[src/rtl/fifo_pkg.sv]
// Shared definitions for the fifo block, its write driver and its read-side master.
package fifo_pkg;

   localparam int unsigned DATA_WIDTH_DEF  = 8;
   localparam int unsigned FIFO_DEPTH_DEF  = 4;
   localparam int unsigned COUNT_WIDTH_DEF = 16;
   localparam int unsigned SKID_OCC_WIDTH  = 2;

   typedef logic [DATA_WIDTH_DEF-1:0] fifo_word_t;
   typedef logic [SKID_OCC_WIDTH-1:0] skid_occ_t;

endpackage

[src/rtl/fifo_skid2.sv]
// Two-entry circular skid buffer: pushes land at the tail, the head is always presented.
module fifo_skid2
   import fifo_pkg::*;
#(
   parameter int unsigned DATA_WIDTH = DATA_WIDTH_DEF
) (
   input  logic                  clk,
   input  logic                  reset,
   input  logic                  clear,
   input  logic                  push,
   input  logic [DATA_WIDTH-1:0] push_data,
   input  logic                  pop,
   output logic [DATA_WIDTH-1:0] head,
   output skid_occ_t             occ
);

   logic [DATA_WIDTH-1:0] r_mem [2];
   logic                  r_head;
   skid_occ_t             r_occ;
   logic                  w_pop;
   logic                  w_push;
   logic                  w_tail;

   // Pops on an empty buffer and pushes into a full one are ignored.
   assign w_pop  = pop && (r_occ != 2'd0);
   assign w_push = push && ((r_occ != 2'd2) || w_pop);
   assign w_tail = r_head ^ (r_occ != 2'd0);

   always_ff @(posedge clk or posedge reset) begin
      if (reset) begin
         for (int i = 0; i < 2; i++) begin
            r_mem[i] <= '0;
         end
         r_head <= 1'b0;
         r_occ  <= 2'd0;
      end else if (clear) begin
         r_head <= 1'b0;
         r_occ  <= 2'd0;
      end else begin
         if (w_push) begin
            r_mem[w_tail] <= push_data;
         end
         if (w_pop) begin
            r_head <= ~r_head;
         end
         case ({w_push, w_pop})
            2'b10:   r_occ <= r_occ + 2'd1;
            2'b01:   r_occ <= r_occ - 2'd1;
            default: r_occ <= r_occ;
         endcase
      end
   end

   assign head = r_mem[r_head];
   assign occ  = r_occ;

endmodule

[src/rtl/fifo_reader.sv]
// Read-side master for the fifo block: issues rd_en, absorbs the one-cycle read
// latency in a 2-entry skid buffer and presents a valid/ready stream.
module fifo_reader
   import fifo_pkg::*;
#(
   parameter int unsigned DATA_WIDTH  = DATA_WIDTH_DEF,
   parameter int unsigned COUNT_WIDTH = COUNT_WIDTH_DEF
) (
   input  logic                   clk,
   input  logic                   reset,
   input  logic                   enable,
   input  logic                   flush,
   input  logic                   fifo_empty,
   input  logic [DATA_WIDTH-1:0]  fifo_data_out,
   output logic                   fifo_rd_en,
   output logic                   m_valid,
   output logic [DATA_WIDTH-1:0]  m_data,
   input  logic                   m_ready,
   output logic [COUNT_WIDTH-1:0] rd_count
);

   logic                   r_inflight;
   logic [COUNT_WIDTH-1:0] r_rd_count;
   skid_occ_t              w_occ;
   logic                   w_pop;
   logic                   w_push;
   logic                   w_rd_en;
   logic [2:0]             w_pending;

   assign m_valid = (w_occ != 2'd0);
   assign w_pop   = m_valid && m_ready;

   // Words owned after this edge: buffered plus in flight, minus the one leaving now.
   assign w_pending = 3'(w_occ) + 3'(r_inflight) - 3'(w_pop);
   assign w_rd_en   = enable && !flush && !fifo_empty && (w_pending < 3'd2);
   assign w_push    = r_inflight && !flush;

   assign fifo_rd_en = w_rd_en;

   always_ff @(posedge clk or posedge reset) begin
      if (reset) begin
         r_inflight <= 1'b0;
      end else begin
         r_inflight <= w_rd_en;
      end
   end

   always_ff @(posedge clk or posedge reset) begin
      if (reset) begin
         r_rd_count <= '0;
      end else if (flush) begin
         r_rd_count <= '0;
      end else if (w_pop) begin
         r_rd_count <= r_rd_count + COUNT_WIDTH'(1);
      end
   end

   assign rd_count = r_rd_count;

   fifo_skid2 #(
      .DATA_WIDTH (DATA_WIDTH)
   ) u_skid (
      .clk       (clk),
      .reset     (reset),
      .clear     (flush),
      .push      (w_push),
      .push_data (fifo_data_out),
      .pop       (w_pop),
      .head      (m_data),
      .occ       (w_occ)
   );

endmodule
[config.mk]
export PLATFORM = sky130hd
export DESIGN_NAME = fifo_reader
export DESIGN_NICKNAME = d
export VERILOG_FILES = /design/src/rtl/fifo_pkg.sv /design/src/rtl/fifo_skid2.sv /design/src/rtl/fifo_reader.sv
export SDC_FILE = /design/constraint.sdc
export NUM_CORES = 1
export LEC_CHECK = 0
export BUFFER_PORTS_ARGS = -buffer_cell sky130_fd_sc_hd__buf_4
export CORE_MARGIN = 5
export CORE_UTILIZATION = 30
export DETAILED_ROUTE_END_ITERATION = 6
export GPL_TIMING_DRIVEN = 1
export SETUP_SLACK_MARGIN = 0.05
export SLEW_MARGIN = 10
export SYNTH_ARGS = -nofsm -noshare
export SYNTH_HDL_FRONTEND = slang
export SYNTH_SLANG_ARGS = --single-unit
[constraint.sdc]
create_clock -name clk -period 4.2 [get_ports clk]
set_input_delay 0 -clock clk [delete_from_list [all_inputs] [get_ports clk]]
set_output_delay 0 -clock clk [all_outputs]
set_load 0.05 [all_outputs]
==> impl_metrics.json, run 1 <==
{
  "synth_mux_area_share_pct": 17.9,
  "switching_power_mw": 0.295,
  "synth_edf_count": 0,
  "cts_tree": "built",
  "cts_resized": 0,
  "die_w_um": 87.4,
  "io_buffer_count": 39,
  "drc": 0,
  "cap_viol_max_count": 0,
  "routed.top_layer": "met4",
  "clkPwrFrac_pct": 28.7,
  "setup_violations": 0,
  "io_pins": 40,
  "crit_type": "reg -> out",
  "vias": 1323,
  "comb_power_share_pct": 27.3,
  "synth-xor-area-share_pct": 6.82,
  "slowest_stage": "dlygate4sd3_1",
  "cp_data_arrival_time_ns": 3.63,
  "cts_buffers": 5,
  "synthTopCellsByArea": "dfrtp_1 (50%), mux2_2 (16%), xnor2_1 (4.9%), nor2_1 (3.5%), xor2_1 (1.9%)",
  "synth_top_family_by_area": "multiplexers",
  "seq_area_frac_synth_pct": 50.1,
  "drive_gt1_share_pct": 36.2,
  "first_global_vias": 1288,
  "synth.most_common_cell": "dfrtp_1",
  "design_area_sq_um": 2370,
  "routed_wl_mm": 3.83,
  "cp_num_buf_inv": 3,
  "avgSynthCellArea_sq_um": 11.5,
  "critPathTopFamily": "buffers and inverters",
  "drtIter0Drc": 49,
  "row_count": 28,
  "syn_area_sq_um": 1800,
  "status": "completed",
  "grt_antenna_before_repair": 0,
  "yosys-top-cells-count": "dfrtp_1 (36), mux2_2 (26), nor2_1 (17)",
  "synthCells": 157,
  "ctsRootBufferMaster": "clkbuf_8",
  "synth.distinct_cells": 32,
  "internal_power_mw": 0.641,
  "fin_crit_sh_pct": 86.5,
  "grt_util_all_layers_pct": 10.5,
  "n_antenna_cell": 0,
  "hold_violations": 0,
  "nets": 227,
  "worstPathMaxFanout": 10,
  "clk_pin_slew_ns": 0.07,
  "htree_levels": 2,
  "dpl.hpwl_mm": 2.65,
  "required_ns": 4.20,
  "async_flop_share_pct": 100,
  "tns_ns": 0,
  "area_delta_synth_final_pct": 31.8,
  "max-clock-path-buffers": 2,
  "fin_util_pct": 40.3,
  "initial_utilization_pct": 30.6,
  "gp_congestion": 0.740,
  "synth_nets": 174,
  "slew_headroom_pct": 55.3,
  "grt_overflow": 0,
  "setup.worst_path.start": "u_skid.occ[1]",
  "met3_length_um": 223,
  "place_area_sq_um": 2160,
  "rsz0062_at_grt": "no",
  "power_density_nw_per_um2": 395,
  "cp-end-kind": "primary output",
  "post_drt_via_cell_ratio": 4.64,
  "r2r_start": "u_skid.occ[1]",
  "grt_max_degree": 37,
  "cpPeakStageDelay_ns": 0.56,
  "whs_ns": 0.0795,
  "synthDominantCellAreaShare_pct": 50.1,
  "yosys.area_share.simple_pct": 14.0,
  "tightest_slew_ns": 0.671,
  "drtAntennaViolNets": 0,
  "avgRoutedWirePerCell_um": 13.4,
  "fp.dieArea_sq_um": 7650,
  "yosysWarningCount": 0,
  "crit_chain": "o21ai_1 -> clkinv_1 -> ha_1 -> nand2b_1 -> fa_1 -> nand4_1 -> dlygate4sd3_1 -> nor2_1 -> buf_4",
  "cts_sinks": 36,
  "p_sw_share_pct": 31.5,
  "min_path_type": "in -> reg",
  "die_h_um": 87.4,
  "p_leak_nw": 1.05,
  "clock.fmax_ghz": 0.275,
  "core_sq_um": 5890,
  "final.setup_skew_ns": 0.00359,
  "post-cts-setup-buffer-count": 0,
  "max-vdd-ir-drop_uv": 194,
  "maxSlewViolCount": 0,
  "synth_top_area_cell": "dfrtp_1",
  "ys_seq_elements": 36,
  "grt_pass1_wl_mm": 6.24,
  "synth-main-ff-cell": "dfrtp_1",
  "setup.worst_path.start_class": "flip-flop",
  "clkLatencyLatePin_ns": 0.28,
  "finalCriticalPeriod_ns": 3.63,
  "synth_compound_area_share_pct": 5.56,
  "wl_met1_mm": 1.81,
  "synthAdderAreaFrac_pct": 2.50,
  "p_seq_share_pct": 44.0,
  "wl_met2_mm": 1.76,
  "min_from": "flush",
  "first_pass_iters": 4
}
[layer usage]
metal	vias to the layer above	GRT usage, %
li1	649	-
met1	644	13.5
met2	25	16.2
met3	5	3.69
met4	0	3.77
met5	-	0
[cells by family after synthesis]
kind of cell | after synthesis
multiplexers | 29
adder cells (fa/ha/maj) | 3
flip-flops | 36
buffers and inverters | 12
AO/OA/AOI/OAI | 13
XOR/XNOR | 14
AND/OR/NAND/NOR | 50
[repair_timing]
action | CTS | global route
endpoints found under the hold margin | 53 | 0
endpoints found under the setup margin | 0 | 0
hold buffers | 11 | 0
[worst register-to-register path: stages, from the launching register on]
cell and delay (ns):
dfrtp_1 0.51, o21ai_1 0.49, clkinv_1 0.35, ha_1 0.35, nand2b_1 0.15, fa_1 0.48, nand4_1 0.08, dlygate4sd3_1 0.56
nor2_1 0.15
[through the flow]
stage	power (mW)	cells	worst slack (ns)
floorplan	0.600	157	1.17
global placement	0.667	267	1.57
detailed placement	0.671	267	1.44
CTS	0.952	285	0.535
global route	0.984	285	0.307
finish	0.936	285	0.569
[final timing paths]
kind,end,slack (ns),cells after the start
min reg2reg,u_skid.r_mem[2],0.51,1
max in group asynchronous,u_skid.r_mem[6],3.49,4
max reg2reg,r_inflight,0.99,8
min in group asynchronous,rd_count[12],0.37,4
min,u_skid.r_head,0.08,2
max,fifo_rd_en,0.57,9
[area by class of cell]
cell class | count | area, sq um
Multi-Input combinational cell | 109 | 843
Timing Repair Buffer | 51 | 410
Clock buffer | 7 | 96.3
Sequential cell | 36 | 901
Fill cell | 585 | 3510
Tap cell | 75 | 93.8
Inverter | 7 | 26.3
[state kept, by name (all words and copies together), names as in the netlist]
name,cells
r_inflight,1
rd_count,16
u_skid.occ,2
u_skid.r_head,1
u_skid.r_mem,16
[placed cells by master, fill, tap and decap left out, types with 3 or more instances in the layout]
cell           Yosys  layout
nand2_1            7       7
dfrtp_1           36      36
dlygate4sd3_1      0      11
mux2i_1            3       3
xnor2_1           10      10
nor2_1            17      17
clkbuf_8           0       7
nand4_1            4       4
mux2_2            26      26
buf_4              0      40
a21oi_1            5       5
xor2_1             4       4
inv_1              6       6
nand3_1            6       6
nor3_1             4       4
[power groups by stage]
stage | clock (mW) | sequential (mW) | combinational (mW)
after floorplan | 0 | 0.411 | 0.189
after global placement | 0 | 0.417 | 0.250
after detailed placement | 0 | 0.419 | 0.252
after CTS | 0.280 | 0.413 | 0.260
after global routing | 0.294 | 0.418 | 0.271
final | 0.268 | 0.412 | 0.256
(Power assumes the default switching activity.)
==> inputs of run 2 (changes only) <==
--- a/config.mk
+++ b/config.mk
@@ -5,6 +5,7 @@
 export SDC_FILE = /design/constraint.sdc
 export NUM_CORES = 1
 export LEC_CHECK = 0
+export ABC_AREA = 1
 export BUFFER_PORTS_ARGS = -buffer_cell sky130_fd_sc_hd__buf_4
 export CORE_MARGIN = 5
 export CORE_UTILIZATION = 30
==> impl_metrics.json, run 2 <==
{
  "status": "completed",
  "grt_util_all_layers_pct": 11.8,
  "tightest_slew_ns": 0.480,
  "maxSlewViolCount": 0,
  "die_h_um": 93.8,
  "crit_cells": 9,
  "fp.dieArea_sq_um": 8800,
  "fin_util_pct": 39.3,
  "r2r_start": "u_skid.occ[1]",
  "tns_ns": 0,
  "ys_seq_elements": 36,
  "synth_top_area_cell": "dfrtp_1",
  "vias": 1844,
  "area_delta_synth_final_pct": 27.4,
  "crit_chain": "nor2_4 -> nor2_4 -> ha_1 -> inv_1 -> nand2_1 -> fa_1 -> nand2_1 -> nor4_1 -> dlygate4sd3_1",
  "hold_end": "rd_count[0]",
  "io_buffer_count": 39,
  "p_sw_share_pct": 45.0,
  "power_density_nw_per_um2": 540,
  "min_from": "m_ready",
  "synth_nets": 285,
  "ctsRootBufferMaster": "clkbuf_8",
  "grt_overflow": 0,
  "cts_sinks": 36,
  "grt_max_degree": 37,
  "io_pins": 40,
  "async_flop_share_pct": 100,
  "rsz0062_at_grt": "no",
  "first_global_vias": 1828,
  "reg2regPathDepth": 9,
  "first_pass_iters": 5,
  "reg2reg_to": "r_inflight",
  "clkPwrFrac_pct": 18.5,
  "avgSynthCellArea_sq_um": 7.86,
  "avgRoutedWirePerCell_um": 11.7,
  "clk_pin_slew_ns": 0.08,
  "synth-main-ff-cell": "dfrtp_1",
  "yosysWarningCount": 0,
  "synth.distinct_cells": 32,
  "dpl.hpwl_mm": 3.41,
  "finalCriticalPeriod_ns": 2.70,
  "worstPathMaxFanout": 8,
  "required_ns": 4.43,
  "cp-end-kind": "flip-flop",
  "drtIter0Drc": 64,
  "drive_gt1_share_pct": 24.9,
  "nets": 337,
  "setup_violations": 0,
  "clock.fmax_ghz": 0.370,
  "routed_wl_mm": 4.89,
  "max-vdd-ir-drop_uv": 251,
  "synth.most_common_cell": "nand2_1",
  "row_count": 30,
  "internal_power_mw": 0.798,
  "seq_area_frac_synth_pct": 42.8,
  "synthTopCellsByArea": "dfrtp_1 (43%), nand2_1 (17%), o21ai_2 (6.7%), nor2_1 (4.8%), inv_1 (4.5%)",
  "place_ws_ns": 1.90,
  "max-clock-path-buffers": 2,
  "post-cts-setup-buffer-count": 0,
  "final_cells": 417,
  "synthCells": 268,
  "hold_violations": 0,
  "switching_power_mw": 0.653,
  "cp_num_buf_inv": 2,
  "setup.worst_path.start_class": "flip-flop",
  "die_w_um": 93.8,
  "slowest_stage": "dlygate4sd3_1",
  "min_path_type": "in -> reg",
  "fin_crit_sh_pct": 64.4,
  "min_path_cells": 4,
  "fin_ws_ns": 1.50,
  "htree_levels": 2,
  "drtAntennaViolNets": 0,
  "gp_congestion": 0.800,
  "post_drt_via_cell_ratio": 4.42,
  "critPathTopFamily": "adder cells",
  "p_leak_nw": 1.36,
  "synthDominantCellAreaShare_pct": 42.8,
  "cts_hold_buf": 12,
  "final.setup_skew_ns": 0.00582,
  "n_antenna_cell": 0,
  "final_common_cell": "nand2_1",
  "core_sq_um": 6830,
  "initial_utilization_pct": 30.8,
  "crit_type": "reg -> reg",
  "cts_buffers": 5,
  "drc": 0,
  "p_seq_share_pct": 35.1,
  "grt_pass1_wl_mm": 8.28,
  "comb_power_share_pct": 46.5,
  "syn_area_sq_um": 2110,
  "dp_cells": 397,
  "cts_tree": "built",
  "yosys-top-cells-count": "nand2_1 (95), dfrtp_1 (36), nor2_1 (27)",
  "clkLatencyLatePin_ns": 0.29,
  "synth_edf_count": 0,
  "cap_viol_max_count": 0,
  "cts_resized": 0,
  "mostFrequentLayoutCells": "nand2_1 (95), buf_4 (40), dfrtp_1 (36)",
  "slew_headroom_pct": 68.0,
  "cpPeakStageDelay_ns": 0.60,
  "grt_antenna_before_repair": 0,
  "rrSetupSlack_ns": 1.50,
  "cp_data_arrival_time_ns": 2.93
}
[run 2: cell types whose count changed in the layout (fill, tap and decap cells not counted), moves of 9 or more]
cell / change
nand2_1: +88
inv_1: +19
nor2_1: +10
xnor2_1: -9
mux2_2: -26
o21ai_2: +16
[run 2: worst max path at each step]
stage,slack [ns],to,start
5_1_grt,1.33,r_inflight,u_skid.occ[1]
4_1_cts,1.52,r_inflight,u_skid.occ[1]
6_report,1.50,r_inflight,u_skid.occ[1]
3_3_place_gp,1.98,fifo_rd_en,u_skid.occ[1]
3_5_place_dp,1.90,fifo_rd_en,u_skid.occ[1]
2_1_floorplan,0.74,r_inflight,u_skid.occ[1]
[run 2: cell type report]
type / instances / area (sq um)
inverters: 30 / 115
clock inverters: 2 / 15.0
well taps: 96 / 120
clock buffers: 6 / 82.6
flip-flops and latches: 36 / 901
repair buffers: 52 / 420
multi-input cells: 195 / 1030
fillers: 741 / 4150
[run 2: cell families (layout without fill, tap and decap cells)]
kind of cell	Yosys count	after routing	share of synthesized area (%)
and+or+nand+nor	157	157	33.8
AOI/OAI and AO/OA	30	30	10.5
xor gates and xnor gates	5	5	2.44
buffers and inverters	37	90	8.37
adders and majority gates	3	3	2.14
DFF	36	36	42.8
[run 2: through the flow]
stage / hold WS [ns] / area (sq um) / power [mW]
6_report: 0.167 / 2680 / 1.45
5_1_grt: 0.201 / 2680 / 1.55
3_5_place_dp: 0.158 / 2470 / 1.19
4_1_cts: 0.156 / 2680 / 1.48
3_3_place_gp: 0.155 / 2470 / 1.17
2_1_floorplan: 0.167 / 2110 / 1.03
[run 2: per-layer routing]
| layer | part of all wire, % | vias to the layer above | GRT usage (%) |
|---|---|---|---|
| li1 | - | 953 | - |
| met1 | 47 | 859 | 14.5 |
| met2 | 49 | 28 | 20.3 |
| met3 | 3.8 | 4 | 2.64 |
| met4 | 0.86 | 0 | 4.21 |
| met5 | 0 | - | 0 |
[run 2: power by group through the flow]
stage               registers [mW]  logic [mW]  clock network, mW
global route                 0.521       0.734              0.294
floorplan                    0.505       0.526                  0
global placement             0.512       0.660                  0
finish                       0.509       0.674              0.268
CTS                          0.508       0.684              0.283
detailed placement           0.515       0.671                  0
[run 2: worst min-delay path, delay by kind of cell]
family / cells / cell delay [ns]
XOR/XNOR: 1 / 0.15
buffers and inverters: 1 / 0.11
AND/OR/NAND/NOR: 2 / 0.15
